File: config.mk
export PLATFORM = sky130hd
export DESIGN_NAME = seg7_scan_mux
export DESIGN_NICKNAME = d
export VERILOG_FILES = /design/src/rtl/seg7_pkg.sv /design/src/rtl/seg7_glyph_rom.sv /design/src/rtl/seg7_scan_mux.sv
export SDC_FILE = /design/constraint.sdc
export NUM_CORES = 1
export LEC_CHECK = 0
export ABC_CLOCK_PERIOD_IN_PS = 5750
export CORE_MARGIN = 2
export CORE_UTILIZATION = 40
export CTS_CLUSTER_SIZE = 28
export DETAILED_ROUTE_END_ITERATION = 8
export PLACE_DENSITY = 0.67
export SLEW_MARGIN = 20
export SYNTH_ARGS = -nofsm -noshare
export SYNTH_HDL_FRONTEND = slang
export SYNTH_SLANG_ARGS = --single-unit
File: constraint.sdc
create_clock -name clk -period 5.75 [get_ports clk]
set_input_delay 0.8625 -clock clk [delete_from_list [all_inputs] [get_ports clk]]
set_output_delay 0.8625 -clock clk [all_outputs]
set_load 0.02 [all_outputs]
File: src/rtl/seg7_pkg.sv
// Shared glyph constants and code-to-segment lookup for the 7-segment scan driver.
// Segment order is {DP,G,F,E,D,C,B,A}, active-low.
package seg7_pkg;

  localparam logic [7:0] SEG_BLANK = 8'hFF;
  localparam logic [7:0] SEG_MINUS = 8'hBF;
  localparam logic [7:0] SEG_0     = 8'hC0;
  localparam logic [7:0] SEG_1     = 8'hF9;
  localparam logic [7:0] SEG_2     = 8'hA4;
  localparam logic [7:0] SEG_3     = 8'hB0;
  localparam logic [7:0] SEG_4     = 8'h99;
  localparam logic [7:0] SEG_5     = 8'h92;
  localparam logic [7:0] SEG_6     = 8'h82;
  localparam logic [7:0] SEG_7     = 8'hF8;
  localparam logic [7:0] SEG_8     = 8'h80;
  localparam logic [7:0] SEG_9     = 8'h90;

  localparam logic [3:0] CODE_MINUS = 4'hA;
  // Any code above CODE_MINUS renders dark; this one is used for suppressed digits.
  localparam logic [3:0] CODE_BLANK = 4'hF;

  function automatic logic [7:0] seg7_glyph(input logic [3:0] code, input logic dp);
    logic [7:0] g;
    case (code)
      4'h0:       g = SEG_0;
      4'h1:       g = SEG_1;
      4'h2:       g = SEG_2;
      4'h3:       g = SEG_3;
      4'h4:       g = SEG_4;
      4'h5:       g = SEG_5;
      4'h6:       g = SEG_6;
      4'h7:       g = SEG_7;
      4'h8:       g = SEG_8;
      4'h9:       g = SEG_9;
      CODE_MINUS: g = SEG_MINUS;
      default:    g = SEG_BLANK;
    endcase
    if (dp) g[7] = 1'b0;
    return g;
  endfunction

endpackage

File: src/rtl/seg7_glyph_rom.sv
// Combinational code + decimal point to active-low segment pattern.
module seg7_glyph_rom
  import seg7_pkg::*;
(
  input  logic [3:0] code,
  input  logic       dp,
  output logic [7:0] seg
);

  assign seg = seg7_glyph(code, dp);

endmodule

File: src/rtl/seg7_scan_mux.sv
// Time-multiplexed N-digit common-anode display driver with shadowed digit data,
// leading-zero suppression and a dead phase at the start of every digit slot.
module seg7_scan_mux
  import seg7_pkg::*;
#(
  parameter int DIGITS   = 4,
  parameter int SCAN_DIV = 50000,
  parameter int DEAD     = 16
) (
  input  logic                  clk,
  input  logic                  rst,
  input  logic                  load,
  input  logic [4*DIGITS-1:0]   bcd_in,
  input  logic [DIGITS-1:0]     dp_in,
  input  logic [DIGITS-1:0]     blank_in,
  input  logic                  lz_en,
  output logic [7:0]            seg,
  output logic [DIGITS-1:0]     an
);

  localparam int DW = $clog2(SCAN_DIV);
  localparam int IW = (DIGITS > 1) ? $clog2(DIGITS) : 1;
  localparam logic [DW-1:0] DIV_LAST = DW'(SCAN_DIV - 1);
  localparam logic [DW-1:0] DEAD_CNT = DW'(DEAD);
  localparam logic [IW-1:0] IDX_LAST = IW'(DIGITS - 1);

  logic [DW-1:0]         div;
  logic [IW-1:0]         idx;
  logic [4*DIGITS-1:0]   bcd_sh;
  logic [DIGITS-1:0]     dp_sh;
  logic [DIGITS-1:0]     blank_sh;

  logic [DIGITS-1:0]     supp;
  logic                  zero_run;
  logic                  dead;
  logic [3:0]            cur_code;
  logic [3:0]            rom_code;
  logic [7:0]            rom_seg;
  logic [7:0]            seg_nxt;
  logic [DIGITS-1:0]     an_nxt;

  // Shadows are only written on load, so a digit can never show half of an update.
  always_ff @(posedge clk) begin
    if (rst) begin
      bcd_sh   <= '0;
      dp_sh    <= '0;
      blank_sh <= '1;
    end else if (load) begin
      bcd_sh   <= bcd_in;
      dp_sh    <= dp_in;
      blank_sh <= blank_in;
    end
  end

  always_ff @(posedge clk) begin
    if (rst) begin
      div <= '0;
      idx <= '0;
    end else if (div == DIV_LAST) begin
      div <= '0;
      idx <= (idx == IDX_LAST) ? '0 : idx + 1'b1;
    end else begin
      div <= div + 1'b1;
    end
  end

  // Walk down from the most significant digit; a digit is suppressed while every
  // digit at or above it is zero. Digit 0 is excluded so a value of 0 still shows.
  always_comb begin
    supp     = '0;
    zero_run = lz_en;
    for (int i = DIGITS - 1; i >= 1; i--) begin
      zero_run = zero_run && (bcd_sh[4*i +: 4] == 4'h0);
      supp[i]  = zero_run;
    end
  end

  always_comb begin
    cur_code = bcd_sh[{idx, 2'b00} +: 4];
    rom_code = supp[idx] ? CODE_BLANK : cur_code;
  end

  seg7_glyph_rom u_glyph (
    .code (rom_code),
    .dp   (dp_sh[idx]),
    .seg  (rom_seg)
  );

  always_comb begin
    dead   = (div < DEAD_CNT);
    an_nxt = '1;
    if (!dead) an_nxt[idx] = 1'b0;
    seg_nxt = (dead || blank_sh[idx]) ? SEG_BLANK : rom_seg;
  end

  always_ff @(posedge clk) begin
    if (rst) begin
      an  <= '1;
      seg <= SEG_BLANK;
    end else begin
      an  <= an_nxt;
      seg <= seg_nxt;
    end
  end

endmodule

Yosys cells after proc, flatten, opt, wreduce, memory -nomap -nowiden
Memories as Yosys holds them, arrays and structs flattened. A register that Yosys moved wholly into a read port is not among the register bits.
Index checks and enable logic that the tools add are counted.
- add/sub/neg operators: 2
- magnitude comparators: 3
- eq/ne operators: 2
- shifts and indexed selects: 1
- multiplexer cells: 11
- bitwise operators: 1
- reductions and logical operators: 11
- operators by type and width (cell ; count):
    adder 16 x 1 -> 16 bit (second input constant) ; 1
    == test 16 bit (second input constant) ; 1
    < comparator 16 x 5 -> 1 bit (second input constant) ; 1
    indexed part select 16 x 5 -> 4 bit ; 1
    zero test 4 bit ; 3
    binary-select mux 1 bit (select 2 bit) ; 3
    OR reduction 2 bit ; 3
    two-way mux 1 bit ; 5
    logical AND 1 bit ; 4
    two-way mux 4 bit ; 1
    inverter 4 bit ; 1
    < comparator 2 x 3 -> 1 bit (second input constant) ; 1
    adder 2 x 1 -> 2 bit (second input constant) ; 1
    demux 1 bit (select 2 bit) ; 1
    == test 2 bit (second input constant) ; 1
    greater-or-equal comparator 2 x 1 -> 1 bit (second input constant) ; 1
    two-way mux 2 bit ; 1
    logical OR 1 bit ; 1
- register bits after elaboration: 54
- bits in read-only memories: 112
- output and inout bits: 12
- logic and storage cells: 39
- memories: 1
- memories (name ; words ; bits a word ; read ports ; clocked after Yosys merged registers in ; write ports ; RTL line ; RTL):
    (no name shown) ; 16 ; 7 ; 1 ; 1 ; 0 ; seg7_pkg.sv:24 ; case (code)

Longest topological paths before layout
Gate-level depths: netlist of the first run.
- depth after elaboration: 7
- gate-level depth with buffers: 9
- depth with buffers taken out: 8

By module
A second synthesis of the first run with hierarchy kept.
- cell total of the unflattened synthesis: 253
- area, all modules: 2469.9 sq um
- modules (own cells, without submodules) (module ; times used ; cells each ; area an instance (sq um)):
    seg7_scan_mux ; 1 ; 219 ; 2239.6
    seg7_glyph_rom ; 1 ; 34 ; 230.2

Worst setup path before layout of the first run
Ideal clock, no wire load.
- kind: flip-flop to flip-flop
- start point: reg idx[0]
- end point: reg seg[1]
- arrival: 2.032 ns
- required time: 5.612 ns
- slack: 3.580 ns
- stages on the path, launching flop included: 9
- buffers on the path: 1
- clock period less this slack: 2.170 ns
- path through: dfxtp_1 > buf_1 > mux4_2 > inv_1 > nand2_1 > ha_1 > inv_1 > a21oi_1 > o211ai_1
- cells in the longest elaborated chain, start to end: 4
- RTL lines (item ; RTL line ; RTL):
    start: declaration ; seg7_scan_mux.sv:28 ; logic [IW-1:0] idx;
    start signal: assignment ; seg7_scan_mux.sv:61 ; idx <= (idx == IDX_LAST) ? '0 : idx + 1'b1;
    branches (longest 4 deep; another with indexed part select 16 x 5 -> 4 bit) ; -- ;
    end: declaration ; seg7_scan_mux.sv:17 ; output logic [7:0] seg,
Several ways; the timed one is not identified. The select of a mux whose other input is x is not followed.
A chain may end at the register's enable or synchronous reset.

Worst setup path after layout of the first run
- start point: in rst
- end point: reg seg[1]
- cells in the longest elaborated chain, start to end: 1
- RTL lines (item ; RTL line ; RTL):
    start: declaration ; seg7_scan_mux.sv:11 ; input logic rst,
    OR reduction 2 bit (no line) ; -- ;
Every way passes these cells.

==> metrics.yaml, run 1 <==
outcome: "completed"
synth_nets: 283
finalHoldViolCount: 0
setup_ws_ps: 2870
ioPinCount: 40
drt_iter0_drc: 48
period_minus_slack_ps: 2880
die_area_um2: 6600
utilization: 0.498
leakagePower_nw: 1.09
globalRoute.totalOverflow: 0
reg2reg_to: "div[4]"
relSlewSlack: 0.438
cellPowerDensity_nw_per_um2: 226
multi_input_area_um2: 1220
start_util: 0.408
post-route-period-util: 0.501
drt_pass1_iterations: 4
die_height_um: 81.2
worstSetupEndpoint: "seg[1]"
cp_max_fo: 24
yosysTopAreaCell: "dfxtp_1"
fin_area_um2: 2910
rsz0062_at_grt: "no"
timing.rr.start: "div[11]"
layout-drive-gt1-share: 0.0528
syn_avg_cell_area_um2: 9.66
clk_path_buf_depth: 2
startpoint: "rst"
coreArea_um2: 5850
vias: 1798
ir_drop_v: 0.0000878
cts_tree: "yes"
grt_usage: 0.149
wirelength_um: 4520
clk_latency_ps: 300
wl_per_cell_um: 12.6
final_nets: 320
fp-row-count: 28
area_growth_pct: 22.2
htreeDepth: 2
critPathKind: "in2reg"
die_w_um: 81.2
ys_seq_elements: 54
path_clk_slew_ps: 90
vias_per_cell: 5.01
antenna_found_initial: 0
root_buffer: "clkbuf_8"
drv_slew: 0
diodes: 0
cp-start-kind: "input port"
ys_warn_count: 0
place.gp.congestion: 0.772
crit_required_ps: 5910
port_buffers: 39
ys_seq_area_frac: 0.453
antenna_left: 0
cp-end-kind: "flip-flop"
drcViolationCount: 0
fmax_ghz: 0.347
ys_types: 32
yosys-top-cells-area: "dfxtp_1 45%, mux2i_1 10%, mux4_2 6.6%"
fill_cells: 552
seq_area_um2: 1080
cts_buffers: 5
fin_skew_ps: 7.99
holdBufCountCts: 0
grt_max_degree: 25
cts_resized: 0
r2r_cells: 4
syn-instance-count: 247
pre_cts_slack_ps: 2500
cts_sinks: 54
timing_worst_slew_pin_value_ps: 841
r2r_setup_slack_ps: 3450
hp-class: "reg2reg"
cp_data_arrival_time_ps: 3040
grt_pass1_wl_um: 7610
dpl_cell_area_um2: 2840
post-cts-setup-buffer-count: 0
syn_area_um2: 2380
synth_top_area_share: 0.453
grt_pass1_vias: 1653
setup_viol: 0
setup-tns-final_ps: 0
max_cap_viol_count: 0
hpwl_um: 3350
-- power breakdown --
| part | switching, mW | leakage (nW) | internal, mW |
|---|---|---|---|
| clock | 0.112 | 0.0383 | 0.0841 |
| combinational | 0.0283 | 0.608 | 0.0397 |
| sequential | 0.00982 | 0.441 | 0.386 |
-- how the worst min path moves through the flow --
stage               startpoint     end  slack, ps  cells after the start
finish                  div[0]  div[0]        470                      1
CTS                     div[0]  div[0]        480                      1
global route            div[0]  div[0]        510                      1
global placement        div[0]  div[0]        440                      1
detailed placement      div[0]  div[0]        450                      1
floorplan               div[0]  div[0]        430                      1
-- cell type report --
| type | count | area share |
|---|---|---|
| clock buffer | 7 | 0.0262 |
| tap | 75 | 0.0322 |
| sequential | 54 | 0.371 |
| timing repair buffer | 40 | 0.137 |
| inverter | 12 | 0.0155 |
| multi-input combinational | 171 | 0.419 |
-- routing by layer --
metal / vias to the layer above / part of all wire / global-route usage
li1: 926 / - / -
met1: 835 / 0.46 / 0.187
met2: 31 / 0.49 / 0.251
met3: 6 / 0.034 / 0.0400
met4: 0 / 0.011 / 0.0424
met5: - / 0 / 0
-- metrics by stage --
step,hold WS [ps],cells,total power [mW]
global placement,440,352,0.472
global route,510,359,0.691
CTS,477,359,0.669
detailed placement,455,352,0.473
finish,470,359,0.660
floorplan,430,247,0.444
-- cell families (layout without fill, tap and decap cells) --
| kind of cell | count (synthesis) | in the layout | synth area share |
|---|---|---|---|
| adder cells (fa/ha/maj) | 8 | 8 | 0.0420 |
| AND/OR/NAND/NOR | 96 | 96 | 0.189 |
| multiplexers | 31 | 31 | 0.167 |
| buffers and inverters | 22 | 59 | 0.0351 |
| XOR/XNOR | 16 | 16 | 0.0588 |
| flip-flops | 54 | 54 | 0.453 |
| AO/OA/AOI/OAI | 20 | 20 | 0.0546 |
-- state kept, by name (all words and copies together) (netlist names) --
signal / flops
an: 4
idx: 2
dp_sh: 4
div: 16
bcd_sh: 16
seg: 8
blank_sh: 4
-- synthesized netlist by cell type --
cell type,n
dfxtp_1,54
nor2_1,40
mux2i_1,24
nand2_1,18
xnor2_1,14
inv_1,12
nand3_1,9
clkbuf_1,8
ha_1,8
mux4_2,7
nand4_1,6
nor4_1,6
o21ai_0,6
a21oi_1,5
or3_1,4
or4_1,4
nor2b_1,3
nand2b_1,2
nor3_1,2
o211ai_1,2
xor2_1,2
a211oi_1,1
a21boi_0,1
a21o_1,1
and2_1,1
buf_1,1
buf_2,1
o21ai_2,1
o2bb2ai_1,1
o32ai_1,1
o41a_1,1
or4_4,1
-- layout by cell type, fill, tap and decap left out, types with 2 or more instances in the layout --
cell             count
dfxtp_1             54
nor2_1              40
clkdlybuf4s50_1     39
mux2i_1             24
nand2_1             18
xnor2_1             14
inv_1               12
nand3_1              9
ha_1                 8
mux4_2               7
nor4_1               6
o21ai_0              6
nand4_1              6
a21oi_1              5
clkbuf_8             5
or4_1                4
or3_1                4
nor2b_1              3
nand2b_1             2
nor3_1               2
xor2_1               2
o211ai_1             2
clkbuf_1             2
-- worst max-delay path, cell delays in order --
cell	delay, ps
clkdlybuf4s50_1	840
inv_1	400
o41a_1	300
nor2b_1	460
o211ai_1	160
Power figures use the tool's default switching activity.
==> run 2, diff against run 1 <==
ABC_CLOCK_PERIOD_IN_PS = 3000   (was 5750)
clock period = 3 ns   (was 5.75 ns; I/O delays follow)
==> run 2 against run 1 <==
Critical path depth down 1; sequential share of layout area is 0.52 points lower; core utilization grew 0.71 points; clock skew down 2.3 ps; clock power rose by 130%; sequential power increased by 92%; hold slack better by 1.4 ps; largest power group unchanged.
==> metrics.yaml, run 2 (same netlist as run 1, synthesis figures left out) <==
outcome: "completed"
period_minus_slack_ps: 2220
coreArea_um2: 5850
root_buffer: "clkbuf_8"
grt_pass1_wl_um: 7960
die_height_um: 81.2
port_buffers: 39
power_mw: 1.34
cp-end-kind: "flip-flop"
diodes: 0
htreeDepth: 2
grt_max_degree: 25
cp_max_fo: 15
drcViolationCount: 0
final_nets: 321
drv_slew: 0
die_area_um2: 6600
max_cap_viol_count: 0
post-route-period-util: 0.741
ir_drop_v: 0.000355
reg.largest.list: "bcd_sh (16), div (16), seg (8)"
antenna_left: 0
cts_tree: "yes"
fin_skew_ps: 5.65
start_util: 0.408
setup_viol: 0
die_w_um: 81.2
startpoint: "div[10]"
crit_path_max_incr_delay_ps: 580
timing_worst_slew_pin_value_ps: 606
final_common_cell: "dfxtp_1"
cp_data_arrival_time_ps: 2390
hp-class: "reg2reg"
clk_latency_ps: 300
drt_iter0_drc: 57
ioPinCount: 40
cts_buffers: 5
crit_slowest_cell: "or4_4"
timing.rr.start: "div[10]"
cp-start-kind: "flip-flop"
crit_chain: "or4_1 > or4_4 > o21ai_2 > nor2_1"
area_growth_pct: 23.9
crit_required_ps: 3170
globalRoute.totalOverflow: 0
vias: 1783
drt_pass1_iterations: 4
min_from: "blank_sh[0]"
hpwl_um: 3480
timing.hold.ws_ps: 472
vias_per_cell: 4.94
path_clk_slew_ps: 90
clk_path_buf_depth: 2
grt_usage: 0.155
critPathKind: "reg2reg"
cellPowerDensity_nw_per_um2: 454
wirelength_um: 4640
relSlewSlack: 0.596
leakagePower_nw: 1.11
crit_family: "simple AND/OR/NAND/NOR gates"
worst-path-buf-inv: 0
finalHoldViolCount: 0
grt_pass1_vias: 1769
holdBufCountCts: 0
post-cts-setup-buffer-count: 0
setup-tns-final_ps: 0
fill_cells: 544
fp-row-count: 28
antenna_found_initial: 0
wl_per_cell_um: 12.8
rsz0062_at_grt: "no"
final_cell_mix: "54 x dfxtp_1, 40 x nor2_1, 39 x clkdlybuf4s50_1"
layout-drive-gt1-share: 0.0664
cts_resized: 0
place.gp.congestion: 0.780
fmax_ghz: 0.450
cts_sinks: 54
## run 2: cell types whose count changed in the layout (fill, tap and decap cells not counted), sizes merged
cell    previous run  this run
buf                1         2
clkbuf             7         8
## run 2: stage by stage
| step | instance area (um^2) | setup slack, ps | cells | utilization |
|---|---|---|---|---|
| 6_report | 2960 | 776 | 361 | 0.505 |
| 2_1_floorplan | 2380 | 830 | 247 | - |
| 4_1_cts | 2960 | 755 | 361 | 0.505 |
| 5_1_grt | 2960 | 599 | 361 | 0.505 |
| 3_5_place_dp | 2850 | 735 | 353 | 0.486 |
| 3_3_place_gp | 2850 | 728 | 353 | 0.486 |
## run 2: power breakdown
group          leakage (nW)  switching (mW)  internal (mW)
clock                0.0575           0.221          0.233
combinational         0.613          0.0551         0.0769
sequential            0.441          0.0186          0.739
total                  1.11           0.294           1.05
## run 2: tightest hold or removal path: stages, from the launching register on
cell and delay [ps]:
dfxtp_1 330, mux2i_1 60, nand2_1 60
## run 2: layout make-up
cell class                 count  area (um^2)  share of cell area
multi-input combinational    171         1220               0.413
sequential                    54         1080               0.366
timing repair buffer          41          405               0.137
clock buffer                   8          110              0.0373
tap                           75         93.8              0.0318
inverter                      12         45.0              0.0152
## run 2: per-layer routing
metal,vias up,GRT usage,wire [um]
met5,-,0,0
met3,5,0.0333,138
li1,927,-,-
met2,23,0.281,2330
met4,0,0.0356,47
met1,828,0.186,2120
## run 2: worst paths after layout
kind / slack (ps) / to / cells after the start
max: 780 / div[3] / 4
min: 470 / blank_sh[0] / 2
max reg2reg: 780 / div[3] / 4
min reg2reg: 470 / blank_sh[0] / 2
==> run 3, diff against run 2 <==
ABC_CLOCK_PERIOD_IN_PS = 2000   (was 3000)
PLACE_DENSITY = 0.69   (was 0.67)
clock period = 2 ns   (was 3 ns; I/O delays follow)
==> run 3 against run 2 <==
Final area increased by 3.7%; total power is 44% higher; die area did not move; wire length rose by 0.54%.
==> metrics.yaml, run 3 (same netlist as run 1, synthesis figures left out) <==
outcome: "completed"
relSlewSlack: 0.676
power_mw: 1.93
cts_tree: "yes"
vias_per_cell: 4.98
wl_per_cell_um: 12.5
antenna_left: 0
clk_path_buf_depth: 2
hp-class: "reg2reg"
wirelength_um: 4660
cp-start-kind: "flip-flop"
cellPowerDensity_nw_per_um2: 630
grt_pass1_vias: 1779
setup_ws_ps: 58.7
start_util: 0.408
period_minus_slack_ps: 1940
grt_usage: 0.157
antenna_found_initial: 0
max_cap_viol_count: 0
drt_pass1_iterations: 4
root_buffer: "clkbuf_8"
leakagePower_nw: 1.17
crit_slowest_cell: "or4_4"
fmax_ghz: 0.515
hpwl_um: 3600
cp_data_arrival_time_ps: 2170
drcViolationCount: 0
diodes: 0
crit_path_max_incr_delay_ps: 530
critPathKind: "reg2reg"
cts_sinks: 54
ioPinCount: 40
globalRoute.totalOverflow: 0
r2r_cells: 4
cts_buffers: 5
place.gp.congestion: 0.782
timing_worst_slew_pin_value_ps: 484
cp_max_fo: 5
die_area_um2: 6600
die_height_um: 81.2
ir_drop_v: 0.000347
die_w_um: 81.2
reg.largest.list: "bcd_sh (16), div (16), seg (8)"
htreeDepth: 2
worstHoldPathCells: 2
cp-end-kind: "flip-flop"
layout-drive-gt1-share: 0.114
drt_iter0_drc: 65
pre_cts_slack_ps: -33.2
grt_max_degree: 25
grt_pass1_wl_um: 7980
coreArea_um2: 5850
setup_viol: 0
final_cell_mix: "53 x dfxtp_1, 40 x nor2_1, 39 x clkdlybuf4s50_1"
crit_required_ps: 2230
rsz0062_at_grt: "yes"
final_nets: 334
area_growth_pct: 28.5
final_common_cell: "dfxtp_1"
path_clk_slew_ps: 90
crit_chain: "or4_4 > or4_4 > or4_1 > a21oi_1"
port_buffers: 39
holdBufCountCts: 0
vias: 1852
utilization: 0.524
fp-row-count: 28
crit_top_cell: "or4_4"
fin_skew_ps: 8.72
post-route-period-util: 0.971
finalHoldViolCount: 0
drv_slew: 0
clk_latency_ps: 300
-- run 3: area by class of cell --
class	count	area [um^2]
Tap cell	75	93.8
Multi-Input combinational cell	171	1230
Clock buffer	6	82.6
Inverter	12	45.0
Sequential cell	54	1080
Timing Repair Buffer	54	528
Fill cell	528	2790
-- run 3: final timing paths --
kind,start,to,slack (ps)
worst max register to register,div[10],idx[0],60
worst min-delay path,blank_sh[3],blank_sh[3],480
worst min register to register,blank_sh[3],blank_sh[3],480
worst max-delay path,div[10],idx[0],60
-- run 3: where the power goes --
part / leakage, nW / switching (mW) / total (mW) / internal [mW]
Clock: 0.0431 / 0.314 / 0.582 / 0.268
Sequential: 0.442 / 0.0298 / 1.14 / 1.11
Combinational: 0.686 / 0.0838 / 0.210 / 0.126
-- run 3: critical path: cells and delay by family, from the launching register on --
family / cells / cell delay (ps)
simple gates: 3 / 1410
flops: 1 / 320
compound gates: 1 / 150
-- run 3: routing by layer --
metal / vias up / GRT usage / wire length, um
li1: 961 / - / -
met3: 9 / 0.0344 / 164
met5: - / 0 / 0
met1: 851 / 0.195 / 2120
met2: 31 / 0.272 / 2300
met4: 0 / 0.0458 / 77
-- run 3: through the flow --
stage | instance area [um^2] | instances | hold slack (ps) | TNS (ps)
finish | 3060 | 372 | 477 | 0
global route | 3060 | 372 | 508 | -39.8
CTS | 3050 | 372 | 481 | 0
detailed placement | 2970 | 366 | 459 | -33.2
global placement | 2970 | 366 | 445 | -0.330
floorplan | 2390 | 247 | 369 | 0
-- run 3: timing repair --
action	in CTS	in global routing
gates resized for setup	0	4
setup endpoints to repair	1	9
setup buffers	0	0
pin swaps	1	0
endpoints found under the hold margin	0	0
